**src/rtl/pattern_detector.sv**
```systemverilog
// pattern_detector: serial bit-stream matcher with per-bit compare mask,
// overlapping/non-overlapping match modes and a one-cycle hit pulse.
// Optional feature: define DETECT_HIT_CNT_EN to build the saturating hit
// counter behind o_hit_cnt; without it o_hit_cnt is tied to zero.
module pattern_detector #(
  parameter int PAT_W = 9,
  parameter int CNT_W = 16
) (
  input  logic             i_clk,
  input  logic             i_rst_n,
  input  logic             s_valid,
  input  logic             s_data,
  input  logic             i_cfg_load,
  input  logic [PAT_W-1:0] i_pattern,
  input  logic [PAT_W-1:0] i_mask,
  input  logic             i_overlap,
  input  logic             i_clr_cnt,
  output logic             o_hit,
  output logic [CNT_W-1:0] o_hit_cnt
);

  // Fill counter only has to count up to PAT_W, then it saturates.
  localparam int                FILL_W    = $clog2(PAT_W + 1);
  localparam logic [FILL_W-1:0] FILL_FULL = FILL_W'(PAT_W);

  logic [PAT_W-1:0]  history;
  logic [PAT_W-1:0]  history_next;
  logic [PAT_W-1:0]  pat_reg;
  logic [PAT_W-1:0]  mask_reg;
  logic [FILL_W-1:0] fill;
  logic [FILL_W-1:0] fill_next;
  logic              match;

  // Next history/fill and the match decision for the bit sampled this edge
  always_comb begin
    history_next = {s_data, history[PAT_W-1:1]};
    fill_next    = (fill == FILL_FULL) ? FILL_FULL : fill + FILL_W'(1);
    match        = 1'b0;
    if (s_valid && !i_cfg_load && (fill_next == FILL_FULL)) begin
      match = (((history_next ^ pat_reg) & mask_reg) == '0);
    end
  end

  // Pattern and mask registers, captured on a configuration pulse
  always_ff @(posedge i_clk or negedge i_rst_n) begin
    if (!i_rst_n) begin
      pat_reg  <= '0;
      mask_reg <= '1;
    end else if (i_cfg_load) begin
      pat_reg  <= i_pattern;
      mask_reg <= i_mask;
    end
  end

  // History shift and fill tracking; a configuration load restarts both
  always_ff @(posedge i_clk or negedge i_rst_n) begin
    if (!i_rst_n) begin
      history <= '0;
      fill    <= '0;
    end else if (i_cfg_load) begin
      history <= '0;
      fill    <= '0;
    end else if (s_valid) begin
      history <= history_next;
      if (match && !i_overlap) begin
        fill <= '0;
      end else begin
        fill <= fill_next;
      end
    end
  end

  // Registered hit pulse, one cycle after the completing bit
  always_ff @(posedge i_clk or negedge i_rst_n) begin
    if (!i_rst_n) begin
      o_hit <= 1'b0;
    end else begin
      o_hit <= match;
    end
  end

`ifdef DETECT_HIT_CNT_EN
  logic [CNT_W-1:0] hit_cnt;

  // Saturating hit counter; a clear in the same cycle as a hit wins
  always_ff @(posedge i_clk or negedge i_rst_n) begin
    if (!i_rst_n) begin
      hit_cnt <= '0;
    end else if (i_clr_cnt) begin
      hit_cnt <= '0;
    end else if (match && (hit_cnt != {CNT_W{1'b1}})) begin
      hit_cnt <= hit_cnt + CNT_W'(1);
    end
  end

  assign o_hit_cnt = hit_cnt;
`else
  // Counter not built: the clear input has nothing to act on.
  logic unused_clr_cnt;
  assign unused_clr_cnt = i_clr_cnt;
  assign o_hit_cnt      = '0;
`endif

endmodule

```
**config.mk**
```make
export PLATFORM = sky130hd
export DESIGN_NAME = pattern_detector
export DESIGN_NICKNAME = d
export VERILOG_FILES = /design/src/rtl/pattern_detector.sv
export SDC_FILE = /design/constraint.sdc
export NUM_CORES = 1
export LEC_CHECK = 0
export ABC_AREA = 1
export CORE_ASPECT_RATIO = 0.75
export CORE_MARGIN = 8
export CORE_UTILIZATION = 48
export DETAILED_ROUTE_END_ITERATION = 16
export DONT_BUFFER_PORTS = 1
export PLACE_DENSITY = 0.65
export SLEW_MARGIN = 15
export SYNTH_ARGS = -nofsm -noshare
export SYNTH_HDL_FRONTEND = slang
export SYNTH_SLANG_ARGS = --single-unit
```
**constraint.sdc**
```tcl
create_clock -name i_clk -period 1.1 [get_ports i_clk]
set_input_delay 0.055 -clock i_clk [delete_from_list [all_inputs] [get_ports i_clk]]
set_output_delay 0.055 -clock i_clk [all_outputs]
set_load 0.02 [all_outputs]
```
---- Word level (Yosys, flattened, before mapping) ----
Index checks and enable logic that the tools add are counted.
storage, ports and cells
  register bits after elaboration ......... 32
  output and inout bits ................... 17
cells by class
  add/sub/neg operators ................... 1
  eq/ne operators ......................... 2
  mux-type cells .......................... 7
  bitwise operators ....................... 2
  reductions and logical operators ........ 7
operators by type and width
  cell                                                            count
  9-bit two-way mux                                               2
  4-bit two-way mux                                               4
  9-bit AND                                                       1
  9-bit zero test                                                 1
  9-bit bitwise XOR                                               1
  4-bit equality test (second input constant)                     2
  4-bit by 1-bit adder with 4-bit output (second input constant)  1
  1-bit logical AND                                               3
  1-bit zero test                                                 2
  2-bit nonzero test                                              1
  1-bit two-way mux                                               1

---- Logic depth before layout (Yosys ltp) ----
  depth in word-level cells ............... 9
  depth in mapped cells ................... 9

---- Worst setup path before layout ----
Ideal clock, no wire load.
  kind .................................... flip-flop to flip-flop
  from .................................... register fill[1]
  to ...................................... register fill[3]
  required time ........................... 0.984 ns
  setup slack ............................. 0.015 ns
  buffers on the path ..................... 0
  clock period less this slack ............ 1.085 ns
  cell stages (with the launch flop) ...... 9
  arrival ................................. 0.969 ns
  cells stage by stage .................... dfrtp_1 > inv_2 > nand3_2 > nor2_1 > nand2_1 > nor2_2 > nand4_2 > nand2_1 > nand2_1
between the ends
  longest elaborated chain between the ends .. 9
  elaborated cells on any way between the ends .. 10
  classes of those cells .................. add/sub: 1; eq/ne: 2; mux: 5; reduce/logical: 2
ends and longest elaborated chain
  item                                                                           line  source
  from (decl)                                                                    30    logic [FILL_W-1:0] fill;
  from (signal assigned)                                                         68    fill <= fill_next;
  4-bit by 1-bit adder with 4-bit output or 4-bit equality test (tied branches)  37    fill_next = (fill == FILL_FULL) ? FILL_FULL : fill + FILL_W'(1);
  4-bit two-way mux (*)                                                          37
  4-bit equality test                                                            39    if (s_valid && !i_cfg_load && (fill_next == FILL_FULL)) begin
  1-bit logical AND                                                              39
  1-bit two-way mux                                                              39
  1-bit logical AND                                                              65    if (match && !i_overlap) begin
  4-bit two-way mux (*)                                                          65
  4-bit two-way mux (*)                                                          63    end else if (s_valid) begin
  4-bit two-way mux (*)                                                          60    end else if (i_cfg_load) begin
Mark *: on every way between the ends. The rest lies on a longest branch, timed or not. The select of a mux whose other input is x is not followed.
A chain may end at the register's enable or synchronous reset.

---- Worst setup path after layout ----
  from .................................... register pat_reg[5]
  to ...................................... register fill[0]
between the ends
  longest elaborated chain between the ends .. 8
ends and longest elaborated chain
  item                    line  source
  from (decl)             28    logic [PAT_W-1:0] pat_reg;
  from (signal assigned)  50    pat_reg <= i_pattern;
  9-bit bitwise XOR       40    match = (((history_next ^ pat_reg) & mask_reg) == '0);
  9-bit AND               40
  9-bit zero test         40
  1-bit two-way mux       39
  1-bit logical AND       65
  4-bit two-way mux       65
  4-bit two-way mux       63
  4-bit two-way mux       60
Every way passes these cells. The select of a mux whose other input is x is not followed.

==> impl_metrics.ini <==
[floorplan]
die_h_um = 65.56
std_cell_rows = 18
dieArea_um2 = 5380
io_pins = 42
core_um2 = 3221
start_util = 0.4880
die_w_um = 82.07

[grt]
grt_max_degree = 32
grt_pass1_wl_mm = 6.092
grt_pass1_vias = 1338
overflow = 0
grt_use_total = 0.1487
grt_antenna_before_repair = 0

[cts]
clk_latency_ps = 290
clock-sinks = 31
cts-hold-fix-buffers = 14
cts_tree = done
htreeDepth = 2
clk_path_buf_depth = 2
cts_buffers = 5
cts_root_buffer = clkbuf_8
clkTransAtPathRegs_ps = 60

[timing]
setup_ws_ps = -20.29
hold_slack_ps = -147.3
fin_crit_sh = 1.018
fmax_ghz = 0.8926
finalCriticalPeriod_ps = 1120
finalHoldViolations = 10
finalClockSkew_ps = 2.462
setup_tns_ps = -40.57
final_max_slew_viol_count = 0
setup_viol_count_final = 2
rsz0062_at_grt = yes

[detailed_routing]
antenna_left = 0
drc = 0
wl_per_cell_um = 13.76
wl_mm = 3.606
drt_iter0_markers = 89
wl_met3_um = 227
highest-signal-layer = met4
vias = 1281
m1WireLength_mm = 1.652
wl_met2_mm = 1.636
via_per_inst = 4.889
drt_first_pass_iters = 4

[pwr]
switching_share = 0.2689
p_leak_nw = 0.9506
clkPwrFrac = 0.360
p_sw_mw = 0.6884
p_comb_frac = 0.139
p_per_area_nw_per_um2 = 1332
vdd_drop_max_mv = 0.8611
p_int_mw = 1.872
power_mw = 2.560
seq_power_share = 0.501

[critical_path]
slowest_delay_ps = 390
cp-start-kind = flip-flop
crit_chain = inv_1 > nand2_1 > nand3_1 > nand2_1 > nor2_2 > nand4_2 > nand2_1 > nand2_1
slowest_stage = dfrtp_1
cp_num_cells = 8
worstPathArrival_ps = 1300
worstPathMaxFanout = 2
path_buf_inv = 1
crit_family = simple AND/OR/NAND/NOR gates
critPathKind = reg -> reg
end_kind = flip-flop
cpMostUsedCell = nand2_1
worstRegToRegCells = 8
cp.required_ps = 1280

[placed_design]
gp_congestion = 0.9264
port_buffers = 0
dp_hpwl_mm = 2.536

[synth]
synth_warnings = 0
async_flop_share = 1.000
synthFlopType = dfrtp_1
syn-cell-area_um2 = 1572
synth-seq-cells = 31
synth_area_per_cell_um2 = 8.228
syn_inst = 191
yosysSeqAreaShare = 0.5008
synth-edff-count = 0
synth_cell_types = 28

[worst_hold_path]
whs_path_depth = 1
holdCritPathClass = in -> reg

[cells_and_area]
drive_gt1_frac = 0.2523
nets = 246
final_common_cell = nand2_1
insertedDiodeCount = 0
syn_to_final_growth_pct = 22.29
fillers = 279
final_cell_mix = nand2_1 (68), dfrtp_1 (22), conb_1 (16)

[status]
violations = negative hold slack, negative setup slack
status = finished with violations

[flow_run]
drv_cap = 0
[kinds of logic after synthesis]
kind of cell | after synthesis | synth area share
flip-flops | 31 | 0.5008
buffers and inverters | 45 | 0.1568
AO/OA/AOI/OAI | 25 | 0.09555
AND/OR/NAND/NOR | 89 | 0.2444
other | 1 | 0.002386
[final timing paths]
| kind | from | to | slack (ps) |
|---|---|---|---|
| max | pat_reg[5]$_DFFE_PN0P_ | fill[0]$_DFFE_PN0P_ | -20 |
| max in group asynchronous | i_rst_n | mask_reg[5]$_DFFE_PN1P_ | 650 |
| min | i_cfg_load | pat_reg[5]$_DFFE_PN0P_ | -150 |
| max reg2reg | pat_reg[5]$_DFFE_PN0P_ | fill[0]$_DFFE_PN0P_ | -20 |
| min in group asynchronous | i_rst_n | pat_reg[1]$_DFFE_PN0P_ | 200 |
| min reg2reg | mask_reg[4]$_DFFE_PN1P_ | mask_reg[4]$_DFFE_PN1P_ | 470 |
[through the flow]
| stage | utilization | instances | area (µm²) | worst slack [ps] |
|---|---|---|---|---|
| global placement | 0.5078 | 240 | 1635 | 5.450 |
| global route | 0.5967 | 262 | 1922 | -117.2 |
| floorplan | - | 206 | 1628 | 14.94 |
| finish | 0.5967 | 262 | 1922 | -20.29 |
| detailed placement | 0.5078 | 240 | 1635 | -52.17 |
| CTS | 0.5835 | 262 | 1879 | -37.31 |
[metal layers]
layer | GRT usage | up-vias
li1 | - | 628
met1 | 0.1870 | 606
met2 | 0.2212 | 38
met3 | 0.04223 | 9
met4 | 0.08952 | 0
met5 | 0 | -
[Yosys cell counts, types with 2 or more instances]
cell type | n | area, µm²
nor2_1 | 7 | 26.28
dfrtp_1 | 22 | 550.5
o22ai_1 | 8 | 50.05
buf_6 | 2 | 22.52
buf_4 | 16 | 120.1
inv_1 | 16 | 60.06
o21ai_0 | 6 | 30.03
clkbuf_1 | 2 | 7.510
dfstp_2 | 9 | 236.5
nand2_1 | 68 | 255.2
o21ai_1 | 2 | 10.01
inv_2 | 7 | 26.28
nand3_1 | 7 | 35.03
a21oi_1 | 5 | 25.02
[layout make-up]
| type | instances | area [µm²] | area share |
|---|---|---|---|
| sequential | 31 | 787.0 | 0.4095 |
| multi-input combinational | 130 | 635.6 | 0.3307 |
| timing repair buffer | 29 | 266.5 | 0.1387 |
| tap | 40 | 50.05 | 0.02604 |
| clock inverter | 1 | 5.005 | 0.002604 |
| inverter | 24 | 91.34 | 0.04753 |
| clock buffer | 7 | 86.33 | 0.04492 |
[power groups by stage]
| stage | clock network, mW | logic, mW | registers, mW |
|---|---|---|---|
| 2_1_floorplan | 0 | 0.269 | 1.28 |
| 3_3_place_gp | 0 | 0.259 | 1.29 |
| 3_5_place_dp | 0 | 0.268 | 1.30 |
| 4_1_cts | 0.947 | 0.338 | 1.28 |
| 5_1_grt | 0.999 | 0.401 | 1.29 |
| 6_report | 0.922 | 0.356 | 1.28 |
[what timing repair did]
action	in CTS	in global routing
endpoints found under the hold margin	52	9
pin swaps	2	1
endpoints found under the setup margin	2	3
setup buffers	0	0
gates resized for setup	1	12
gates cloned	0	0
Power figures use the tool's default switching activity.
